[src/rtl/lfsr_rand_pkg.sv]
// Shared types, default tap masks and the LFSR step function for the random-index generator.
package lfsr_rand_pkg;

  typedef enum logic [1:0] {
    IDLE   = 2'd0,
    SEARCH = 2'd1,
    HOLD   = 2'd2
  } fsm_e;

  // Maximal-length Fibonacci tap masks; bit i set feeds state[i] into the XOR.
  localparam logic [7:0]  TAPS_W8  = 8'hB8;
  localparam logic [14:0] TAPS_W15 = 15'h6000;
  localparam logic [15:0] TAPS_W16 = 16'hD008;
  localparam logic [31:0] TAPS_W32 = 32'h8020_0003;

  // Callers zero-extend to 64 bits and keep the low WIDTH bits of the result.
  function automatic logic [63:0] lfsr_next(input logic [63:0] state,
                                            input logic [63:0] taps);
    return {state[62:0], ^(state & taps)};
  endfunction

endpackage

[src/rtl/lfsr_rand_gen_core.sv]
// LFSR state register: seed load, zero-lockup guard and conditional step.
module lfsr_core
  import lfsr_rand_pkg::*;
#(
  parameter int unsigned      WIDTH = 15,
  parameter logic [WIDTH-1:0] TAPS  = 15'h6000,
  parameter logic [WIDTH-1:0] SEED  = {WIDTH{1'b1}}
) (
  input  logic             clock,
  input  logic             reset,
  input  logic             adv_i,
  input  logic             load_i,
  input  logic [WIDTH-1:0] load_val_i,
  output logic [WIDTH-1:0] state_o
);

  logic [WIDTH-1:0] state_q;
  logic [WIDTH-1:0] state_d;
  logic [WIDTH-1:0] next_s;

  // Seed load beats the zero guard, which beats a normal step.
  always_comb begin
    next_s  = WIDTH'(lfsr_next(64'(state_q), 64'(TAPS)));
    state_d = state_q;
    if (load_i) begin
      state_d = (load_val_i == {WIDTH{1'b0}}) ? SEED : load_val_i;
    end else if (state_q == {WIDTH{1'b0}}) begin
      state_d = SEED;
    end else if (adv_i) begin
      state_d = next_s;
    end else begin
      state_d = state_q;
    end
  end

  always_ff @(posedge clock) begin
    if (!reset) begin
      state_q <= SEED;
    end else begin
      state_q <= state_d;
    end
  end

  assign state_o = state_q;

endmodule

[src/rtl/lfsr_rand_gen.sv]
// Random-index generator: LFSR plus rejection-sampling request/ack FSM.
// Optional LFSR_PERIOD_CNT_EN adds period_cnt / period_wrap outputs.
module lfsr_rand_gen
  import lfsr_rand_pkg::*;
#(
  parameter int unsigned      WIDTH     = 15,
  parameter logic [WIDTH-1:0] TAPS      = 15'h6000,
  parameter logic [WIDTH-1:0] SEED      = {WIDTH{1'b1}},
  parameter int unsigned      OUT_W     = 5,
  parameter int unsigned      OUT_LSB   = 1,
  parameter int unsigned      LIMIT     = 32,
  parameter int unsigned      MAX_TRIES = 16
) (
  input  logic             clock,
  input  logic             reset,
  input  logic             step_en,
  input  logic             seed_load,
  input  logic [WIDTH-1:0] seed_in,
  input  logic             rnd_req,
  input  logic             rnd_ack,
  output logic             rnd_valid,
  output logic [OUT_W-1:0] rnd_out,
  output logic             rnd_fallback,
  output logic             busy,
`ifdef LFSR_PERIOD_CNT_EN
  output logic [WIDTH-1:0] period_cnt,
  output logic             period_wrap,
`endif
  output logic [WIDTH-1:0] state_q
);

  localparam int unsigned TRY_W = (MAX_TRIES > 1) ? $clog2(MAX_TRIES) : 1;

  fsm_e             fsm_q, fsm_d;
  logic [TRY_W-1:0] try_q, try_d;
  logic             valid_q, valid_d;
  logic [OUT_W-1:0] out_q, out_d;
  logic             fb_q, fb_d;
  logic             busy_q;
  logic             advance_s;
  logic             accept_s;
  logic [OUT_W-1:0] cand_s;

  assign advance_s = step_en | (fsm_q == SEARCH);
  assign cand_s    = state_q[OUT_LSB +: OUT_W];

  lfsr_core #(
    .WIDTH (WIDTH),
    .TAPS  (TAPS),
    .SEED  (SEED)
  ) u_core (
    .clock      (clock),
    .reset      (reset),
    .adv_i      (advance_s),
    .load_i     (seed_load),
    .load_val_i (seed_in),
    .state_o    (state_q)
  );

  // A full-range LIMIT accepts every candidate, so no comparator is built.
  if (LIMIT >= (1 << OUT_W)) begin : g_accept_all
    assign accept_s = 1'b1;
  end else begin : g_accept_cmp
    localparam logic [OUT_W:0] LIMIT_C = (OUT_W + 1)'(LIMIT);
    assign accept_s = ({1'b0, cand_s} < LIMIT_C);
  end

  always_comb begin
    fsm_d   = fsm_q;
    try_d   = try_q;
    valid_d = valid_q;
    out_d   = out_q;
    fb_d    = fb_q;
    if (seed_load) begin
      fsm_d   = IDLE;
      valid_d = 1'b0;
      fb_d    = 1'b0;
    end else begin
      case (fsm_q)
        IDLE: begin
          if (rnd_req) begin
            fsm_d = SEARCH;
            try_d = TRY_W'(0);
          end else begin
            fsm_d = IDLE;
          end
        end
        SEARCH: begin
          if (accept_s) begin
            out_d   = cand_s;
            valid_d = 1'b1;
            fb_d    = 1'b0;
            fsm_d   = HOLD;
          end else if (try_q == TRY_W'(MAX_TRIES - 1)) begin
            out_d   = {OUT_W{1'b0}};
            valid_d = 1'b1;
            fb_d    = 1'b1;
            fsm_d   = HOLD;
          end else begin
            try_d = try_q + TRY_W'(1);
          end
        end
        HOLD: begin
          if (rnd_ack) begin
            valid_d = 1'b0;
            fb_d    = 1'b0;
            fsm_d   = IDLE;
          end else begin
            fsm_d = HOLD;
          end
        end
        default: begin
          fsm_d   = IDLE;
          valid_d = 1'b0;
          fb_d    = 1'b0;
        end
      endcase
    end
  end

  always_ff @(posedge clock) begin
    if (!reset) begin
      fsm_q   <= IDLE;
      try_q   <= TRY_W'(0);
      valid_q <= 1'b0;
      out_q   <= {OUT_W{1'b0}};
      fb_q    <= 1'b0;
      busy_q  <= 1'b0;
    end else begin
      fsm_q   <= fsm_d;
      try_q   <= try_d;
      valid_q <= valid_d;
      out_q   <= out_d;
      fb_q    <= fb_d;
      busy_q  <= (fsm_d == SEARCH);
    end
  end

  assign rnd_valid    = valid_q;
  assign rnd_out      = out_q;
  assign rnd_fallback = fb_q;
  assign busy         = busy_q;

`ifdef LFSR_PERIOD_CNT_EN
  logic [WIDTH-1:0] seed_ref_q;
  logic [WIDTH-1:0] pcnt_q;
  logic             pwrap_q;
  logic [WIDTH-1:0] nxt_s;
  logic             adv_eff_s;

  // Only real steps count; loads and the zero guard restart or bypass the count.
  assign nxt_s     = WIDTH'(lfsr_next(64'(state_q), 64'(TAPS)));
  assign adv_eff_s = advance_s & ~seed_load & (state_q != {WIDTH{1'b0}});

  always_ff @(posedge clock) begin
    if (!reset) begin
      seed_ref_q <= SEED;
      pcnt_q     <= {WIDTH{1'b0}};
      pwrap_q    <= 1'b0;
    end else if (seed_load) begin
      seed_ref_q <= (seed_in == {WIDTH{1'b0}}) ? SEED : seed_in;
      pcnt_q     <= {WIDTH{1'b0}};
      pwrap_q    <= 1'b0;
    end else begin
      pcnt_q     <= pcnt_q + WIDTH'(adv_eff_s);
      pwrap_q    <= adv_eff_s & (nxt_s == seed_ref_q);
    end
  end

  assign period_cnt  = pcnt_q;
  assign period_wrap = pwrap_q;
`endif

endmodule

[config.mk]
export PLATFORM = sky130hd
export DESIGN_NAME = lfsr_rand_gen
export DESIGN_NICKNAME = d
export VERILOG_FILES = /design/src/rtl/lfsr_rand_pkg.sv /design/src/rtl/lfsr_rand_gen_core.sv /design/src/rtl/lfsr_rand_gen.sv
export SDC_FILE = /design/constraint.sdc
export NUM_CORES = 1
export LEC_CHECK = 0
export ABC_AREA = 1
export BUFFER_PORTS_ARGS = -buffer_cell sky130_fd_sc_hd__buf_2
export CAP_MARGIN = 10
export CORE_MARGIN = 2
export CORE_UTILIZATION = 54
export DETAILED_ROUTE_END_ITERATION = 12
export PLACE_DENSITY = 0.84
export SLEW_MARGIN = 20
export SYNTH_ARGS = -nofsm -noshare
export SYNTH_HDL_FRONTEND = slang
export SYNTH_SLANG_ARGS = --single-unit
[constraint.sdc]
create_clock -name clock -period 2.15 [get_ports clock]
set_input_delay 0.1075 -clock clock [delete_from_list [all_inputs] [get_ports clock]]
set_output_delay 0.1075 -clock clock [all_outputs]
set_load 0.01 [all_outputs]
==> impl_metrics.ini, run 1 <==
[floorplan]
fp.dieArea_mm2 = 0.00300
fp.dieH_um = 54.8
io_pins = 44
num_rows = 18
die_x_um = 54.8
initial_utilization_pct = 56.7
core_area_mm2 = 0.00245

[sta]
setup_viol = 0
min_period_over_period_pct = 77.4
slew-limit-headroom_pct = 64.0
finalClockSkew_ps = 3.76
hold_viol = 0
post-route-min-period_ps = 1660
tns_ps = 0
slew_viol_final = 0
tightest_slew_ps = 538
fin_ws_ps = 486
fmaxAchievable_mhz = 601
rsz0062_at_grt = false

[detailed_routing]
postRouteAntennaNets = 0
detail_route.wl_per_cell_um = 10.7
drcViolationCount = 0
via_per_inst = 5.08
drt_pre_antenna_iters = 4
drt_wl_total_mm = 3.04
drt_iter0_markers = 29
vias = 1438

[cts]
cts_buffers = 3
cts_buffer_depth = 2
cts.sinks = 24
clk_latency_ps = 320
cts_setup_buffers = 0
path_clk_slew_ps = 140
hold_buffers = 0
htreeDepth = 1
cts_tree = built
cts_root_buffer = clkbuf_4
post_cts_resized = 0

[finish]
drive_above_1_share_pct = 22.1
insertedDiodeCount = 0
layout-area-overhead-vs-synth_pct = 13.5
num-fill-cells = 253
nets = 275

[logic_synthesis]
synthTopCellsByArea = dfxtp_1, nand2_1, nand3_1
seq_area_frac_synth_pct = 34.5
synth_cells = 218
post_synth_xor_area_fraction_pct = 0.629
yosys.area_share.simple_pct = 44.5
synth.distinct_cells = 22
synth_seq_cells = 24
syn_nets = 239
ys_warn_count = 0
syn_avg_cell_area_um2 = 6.39
yosys.area.top_type = dfxtp_1
synth_top_family_by_area = simple AND/OR/NAND/NOR gates
synth_compound_area_share_pct = 7.01
syn_area_mm2 = 0.00139
muxShareOfSynthArea_pct = 0
synth_top_area_share_pct = 34.5
synth_adder_area_share_pct = 0

[hold_path]
hold_depth = 3
min_from = rnd_req
worst_hold_path.endpoint = busy
hold_path.class = in -> reg

[grt]
grtUsageMet3_pct = 2.46
grt_overflow = 0
track_usage_pct = 22.0
use_met1_pct = 29.5
first_global_vias = 1131
grt.busiest_layer = met2
grt_pass1_wl_mm = 4.78
grt_max_degree = 32
met2_usage_pct = 36.1
grt_antenna_before_repair = 0

[placement]
io_buffers = 42
finalWeightedCongestion = 0.816
place_ws_ps = 538
post-dp-hpwl_mm = 2.14

[setup_path]
cp_max_fo = 31
critPathKind = reg -> reg
crit_path_start_kind = register
endpoint_kind = register
reg2reg_to = u_core.state_o[14]
reg2reg_depth = 7
crit_required_ps = 2380
rr_startpoint = u_core.state_o[1]
critPathArrivalTime_ps = 1900
ff2ff_setup_slack_ps = 490

[power_and_ir_drop]
cellLeakagePower_nw = 0.814
powerDensity_mw_per_mm2 = 592
ir_worst_vdd_v = 0.000328

[job]
cap_violations = 0

[status]
outcome = finished, final reports clean
==> synthesized netlist by cell type <==
master and instances:
nand2_1 57, nor2_1 37, nand3_1 36, dfxtp_1 24, inv_1 18, a21oi_1 13, o21ai_0 5, buf_6 4
buf_4 3, clkinv_1 3, nand2_2 3, nand3_2 3, buf_2 2, inv_2 2, a211oi_1 1, and3_1 1
buf_8 1, clkbuf_1 1, conb_1 1, nand2_4 1, nor2_8 1, xnor2_1 1
==> flip-flops by register name, summed over array words and instances (netlist names) <==
| register | count |
|---|---|
| u_core.state_o | 15 |
| fsm_q | 2 |
| rnd_valid | 1 |
| rnd_out | 5 |
| busy | 1 |
==> stage by stage <==
stage / hold slack [ps] / area, um^2 / power [mW] / std cells / util, %
finish: 38.6 / 1580 / 0.936 / 283 / 64.4
global route: 59.0 / 1580 / 0.991 / 283 / 64.4
CTS: 42.0 / 1580 / 0.936 / 283 / 64.4
detailed placement: 392 / 1540 / 0.699 / 279 / 62.9
global placement: 385 / 1540 / 0.697 / 279 / 62.9
floorplan: 255 / 1390 / 0.640 / 218 / -
==> area by class of cell <==
cell class / instances / area (um^2) / area share, %
multi-input combinational: 160 / 729 / 46.2
sequential: 24 / 480 / 30.4
timing repair buffer: 42 / 210 / 13.3
inverter: 23 / 86.3 / 5.46
tap: 30 / 37.5 / 2.38
clock buffer: 4 / 36.3 / 2.30
==> worst max-delay path, cell delays in order (launching register included) <==
cell	delay, ps
dfxtp_1	440
nor2_1	70
nand2_1	70
nor2_1	50
nand2_2	400
nand2_1	320
nand3_1	170
nand2_1	60
==> how the worst max path moves through the flow <==
stage               slack [ps]                  to  cells past startpoint              start
finish                     490  u_core.state_o[14]                      7  u_core.state_o[1]
global route               310  u_core.state_o[14]                      7  u_core.state_o[1]
CTS                        510  u_core.state_o[14]                      7  u_core.state_o[1]
detailed placement         540   u_core.state_o[9]                      7  u_core.state_o[1]
global placement           550   u_core.state_o[9]                      7  u_core.state_o[1]
floorplan                 1020   u_core.state_o[2]                      7  u_core.state_o[1]
==> power by group <==
group,internal [mW],switching [mW]
logic,0.0793,0.110
clock network,0.104,0.142
registers,0.473,0.0285
==> cells by family after synthesis <==
logic type,count (synthesis)
AOI/OAI and AO/OA,19
xor gates and xnor gates,1
DFF,24
buffers and inverters,34
and+or+nand+nor,139
other,1
==> cells in the final DEF, fill, tap and decap left out, types with 2 or more instances in the layout <==
cell       n
buf_2     42
a21oi_1   13
nand3_2    3
inv_2      2
nand2_1   57
nand2_2    3
clkinv_1   3
inv_1     18
dfxtp_1   24
o21ai_0    5
nor2_1    37
nand3_1   36
clkbuf_4   3
==> routing by layer <==
metal,up-vias,share of wire (%)
met5,-,0
met4,0,1.4
met3,5,6.3
met2,53,46
met1,628,47
li1,752,-
(Power assumes the default switching activity.)
==> inputs of run 2 (changes only) <==
CORE_UTILIZATION = 45   (was 54)
PLACE_DENSITY = 0.75   (was 0.84)
clock period = 1.45 ns   (was 2.15 ns; I/O delays follow)
==> impl_metrics.ini, run 2 (same netlist as run 1, synthesis figures left out) <==
[status]
outcome = finished, final reports clean

[floorplan]
die_x_um = 59.6
initial_utilization_pct = 46.4
fp.dieH_um = 59.6
io_pins = 44
core_area_mm2 = 0.00300
num_rows = 20
fp.dieArea_mm2 = 0.00356

[setup_path]
reg2reg_depth = 9
ff2ff_setup_slack_ps = 160
rr_startpoint = fsm_q[1]
crit_required_ps = 1720
critPathArrivalTime_ps = 1560
crit_path_start_kind = register
cp_max_fo = 9
path_cells = inv_2 > nand2_2 > nand2_4 > nor2_8 > buf_4 > nand3_1 > nand2_1 > clkinv_1 > nand2_1
endpoint_kind = register
worst_path_most_repeated_cell = nand2_1
crit_slowest_cell = dfxtp_1
max_stage_delay_ps = 360
critPathKind = reg -> reg
reg2reg_to = u_core.state_o[0]

[placement]
finalWeightedCongestion = 0.830
io_buffers = 42
post-dp-hpwl_mm = 2.46

[finish]
layout-area-overhead-vs-synth_pct = 20.2
final_core_util_pct = 55.8
mostFrequentLayoutCells = nand2_1, buf_2, nor2_1
insertedDiodeCount = 0
nets = 287
largest_reg_flops = 15
drive_above_1_share_pct = 25.8
final_common_cell = nand2_1

[cts]
cts.sinks = 24
cts_buffer_depth = 2
cts_buffers = 3
cts_tree = built
path_clk_slew_ps = 130
clk_latency_ps = 310
htreeDepth = 1
cts_root_buffer = clkbuf_4

[grt]
first_global_vias = 1256
grt_antenna_before_repair = 0
grt_pass1_wl_mm = 5.57
grt_overflow = 0
grt_max_degree = 25
track_usage_pct = 20.4

[detailed_routing]
via_per_inst = 4.95
drt_pre_antenna_iters = 4
detail_route.wl_per_cell_um = 10.9
drcViolationCount = 0
drt_wl_total_mm = 3.25
postRouteAntennaNets = 0
vias = 1470
drt_iter0_markers = 44

[sta]
finalClockSkew_ps = 4.43
hold_viol = 0
setup_viol = 0
fmaxAchievable_mhz = 775
min_period_over_period_pct = 89.0
slew_viol_final = 0
rsz0062_at_grt = false
tns_ps = 0
post-route-min-period_ps = 1290

[power_and_ir_drop]
ir_worst_vdd_v = 0.000277
powerDensity_mw_per_mm2 = 800
cellLeakagePower_nw = 0.863

[job]
cap_violations = 0

[hold_path]
worst_hold_path.endpoint = busy
min_from = rnd_req
hold_path.class = in -> reg
hold_depth = 3
[run 2: power breakdown]
| part | switching (mW) | internal [mW] | total [mW] |
|---|---|---|---|
| clock network | 0.191 | 0.0971 | 0.288 |
| registers | 0.0333 | 0.701 | 0.734 |
| logic | 0.178 | 0.138 | 0.316 |
| total | 0.402 | 0.936 | 1.34 |
[run 2: layer usage]
layer	vias up	track usage [%]	routed length, um
met2	53	33.4	1510
li1	779	-	-
met1	632	27.1	1500
met4	0	7.94	59
met5	-	0	0
met3	6	2.62	173
[run 2: per-stage QoR]
stage	cells	worst slack (ps)	power, mW	hold WS [ps]	instance area [um^2]
finish	297	159	1.34	12.8	1670
CTS	295	115	1.35	6.61	1660
global route	297	0.0463	1.42	8.30	1670
global placement	292	174	1.06	347	1640
floorplan	218	319	0.949	220	1390
detailed placement	292	139	1.07	348	1640
[run 2: how the worst max path moves through the flow]
| stage | start | depth (start not counted) | slack, ps | endpoint |
|---|---|---|---|---|
| 2_1_floorplan | u_core.state_o[1] | 7 | 320 | u_core.state_o[2] |
| 3_3_place_gp | u_core.state_o[14] | 9 | 170 | u_core.state_o[9] |
| 3_5_place_dp | u_core.state_o[4] | 9 | 140 | u_core.state_o[9] |
| 4_1_cts | u_core.state_o[4] | 9 | 110 | u_core.state_o[9] |
| 5_1_grt | u_core.state_o[4] | 9 | 0.05 | u_core.state_o[9] |
| 6_report | fsm_q[1] | 9 | 160 | u_core.state_o[0] |
[run 2: layout make-up]
cell class / instances / area, um^2
Inverter: 23 / 86.3
Sequential cell: 24 / 482
Clock buffer: 3 / 22.5
Multi-Input combinational cell: 160 / 729
Tap cell: 33 / 41.3
Fill cell: 327 / 1330
Timing Repair Buffer: 54 / 313
[run 2: repair_timing]
| item | CTS | global route |
|---|---|---|
| resized for setup | 0 | 1 |
| hold buffers | 0 | 0 |
| endpoints found under the setup margin | 0 | 8 |
| buffers inserted | 0 | 2 |
[run 2: worst max-delay path, delay by kind of cell (launching register included)]
family / cells / cell delay (ps)
and+or+nand+nor: 6 / 570
buffers and inverters: 3 / 310
DFF: 1 / 360
==> inputs of run 3 (changes only) <==
==> constraint.sdc (replaced) <==
create_clock -name clock -period 1.45 [get_ports clock]
set_input_delay 0.29 -clock clock [delete_from_list [all_inputs] [get_ports clock]]
set_output_delay 0.29 -clock clock [all_outputs]
set_load 0.01 [all_outputs]
==> impl_metrics.ini, run 3 (same netlist as run 1, synthesis figures left out) <==
[placement]
finalWeightedCongestion = 0.838
place_area_mm2 = 0.00161
post-dp-hpwl_mm = 2.34
io_buffers = 42
place_ws_ps = 87.6

[grt]
grt_pass1_wl_mm = 5.18
met2_usage_pct = 30.6
grt_overflow = 0
use_met1_pct = 26.1
track_usage_pct = 18.8
grt_antenna_before_repair = 0
grtUsageMet3_pct = 1.97
grt_max_degree = 23
grt.busiest_layer = met2
first_global_vias = 1201

[sta]
hold_viol = 0
post-route-min-period_ps = 1300
min_period_over_period_pct = 89.9
slew_viol_final = 0
rsz0062_at_grt = false
finalClockSkew_ps = 4.42
tns_ps = 0
setup_viol = 0
fmaxAchievable_mhz = 767
fin_ws_ps = 146

[cts]
clk_latency_ps = 310
cts_buffers = 3
cts_buffer_depth = 2
cts_root_buffer = clkbuf_4
cts.sinks = 24
htreeDepth = 1
path_clk_slew_ps = 140
cts_tree = built
hold_buffers = 0

[setup_path]
crit_path_start_kind = register
path_cells = nor2_1 > nand2_1 > nor2_1 > nand2_2 > buf_4 > nand3_1 > nand2_1 > inv_1 > nand2_1
rr_startpoint = u_core.state_o[6]
cp_max_fo = 6
endpoint_kind = register
max_stage_delay_ps = 370
setup.worst_path.start = u_core.state_o[6]
crit_slowest_cell = dfxtp_1
critPathKind = reg -> reg
worst_path_most_repeated_cell = nand2_1
critPathArrivalTime_ps = 1530
crit_required_ps = 1670

[floorplan]
die_x_um = 59.6
core_area_mm2 = 0.00300
io_pins = 44
initial_utilization_pct = 46.4
num_rows = 20
fp.dieArea_mm2 = 0.00356
fp.dieH_um = 59.6

[finish]
multi_input_area_um2 = 732
nets = 284
layout-area-overhead-vs-synth_pct = 21.0
drive_above_1_share_pct = 26.0
design_area_mm2 = 0.00169
largest_reg_flops = 15
mostFrequentLayoutCells = nand2_1, buf_2, nor2_1
final_core_util_pct = 56.1
final_common_cell = nand2_1
insertedDiodeCount = 0
ff_latch_area_um2 = 483
num-fill-cells = 323

[detailed_routing]
drt_wl_total_mm = 3.16
drt_pre_antenna_iters = 4
via_per_inst = 4.98
drt_iter0_markers = 66
vias = 1469
postRouteAntennaNets = 0
drcViolationCount = 0
detail_route.wl_per_cell_um = 10.7

[status]
outcome = finished, final reports clean

[power_and_ir_drop]
power.total_mw = 1.53
ir_worst_vdd_v = 0.000297
cellLeakagePower_nw = 0.866
powerDensity_mw_per_mm2 = 905

[hold_path]
min_from = rnd_req
hold_path.class = in -> reg

[job]
cap_violations = 0
run 3: worst paths after layout:
kind / end / slack, ps / depth (start not counted)
setup / recovery: u_core.state_o[8] / 150 / 9
hold / removal: busy / 220 / 3
setup reg to reg: u_core.state_o[8] / 150 / 9
hold reg to reg: rnd_out[2] / 450 / 2
run 3: worst max-delay path: cells and delay by family (launching register included):
| family | cells | cell delay, ps |
|---|---|---|
| buffers and inverters | 2 | 250 |
| flip-flops | 1 | 370 |
| AND/OR/NAND/NOR | 7 | 590 |
run 3: power breakdown:
part | switching [mW] | internal, mW | leakage [nW]
combinational | 0.171 | 0.130 | 0.641
clock | 0.205 | 0.279 | 0.0279
sequential | 0.0383 | 0.702 | 0.197
run 3: cell type report:
| type | instances | share of cell area (%) |
|---|---|---|
| Multi-Input combinational cell | 160 | 43.4 |
| Sequential cell | 24 | 28.7 |
| Timing Repair Buffer | 51 | 17.2 |
| Inverter | 23 | 5.12 |
| Tap cell | 33 | 2.45 |
| Clock inverter | 1 | 1.78 |
| Clock buffer | 3 | 1.34 |
run 3: stage by stage:
stage          hold WS [ps]  std cells
6_report                219        295
5_1_grt                 215        295
4_1_cts                 219        293
3_5_place_dp            434        289
2_1_floorplan           436        218
3_3_place_gp            433        289
run 3: per-layer routing:
metal  vias up  share of wire, %
met5         -                 0
met4         0              0.85
met3         2               5.3
met2        53                46
met1       641                47
li1        773                 -
run 3: repair_timing:
item                                    in CTS  in global routing
endpoints found under the hold margin        0                  0
resized for setup                            0                  3
endpoints found under the setup margin       0                  7
buffers inserted                             0                  2
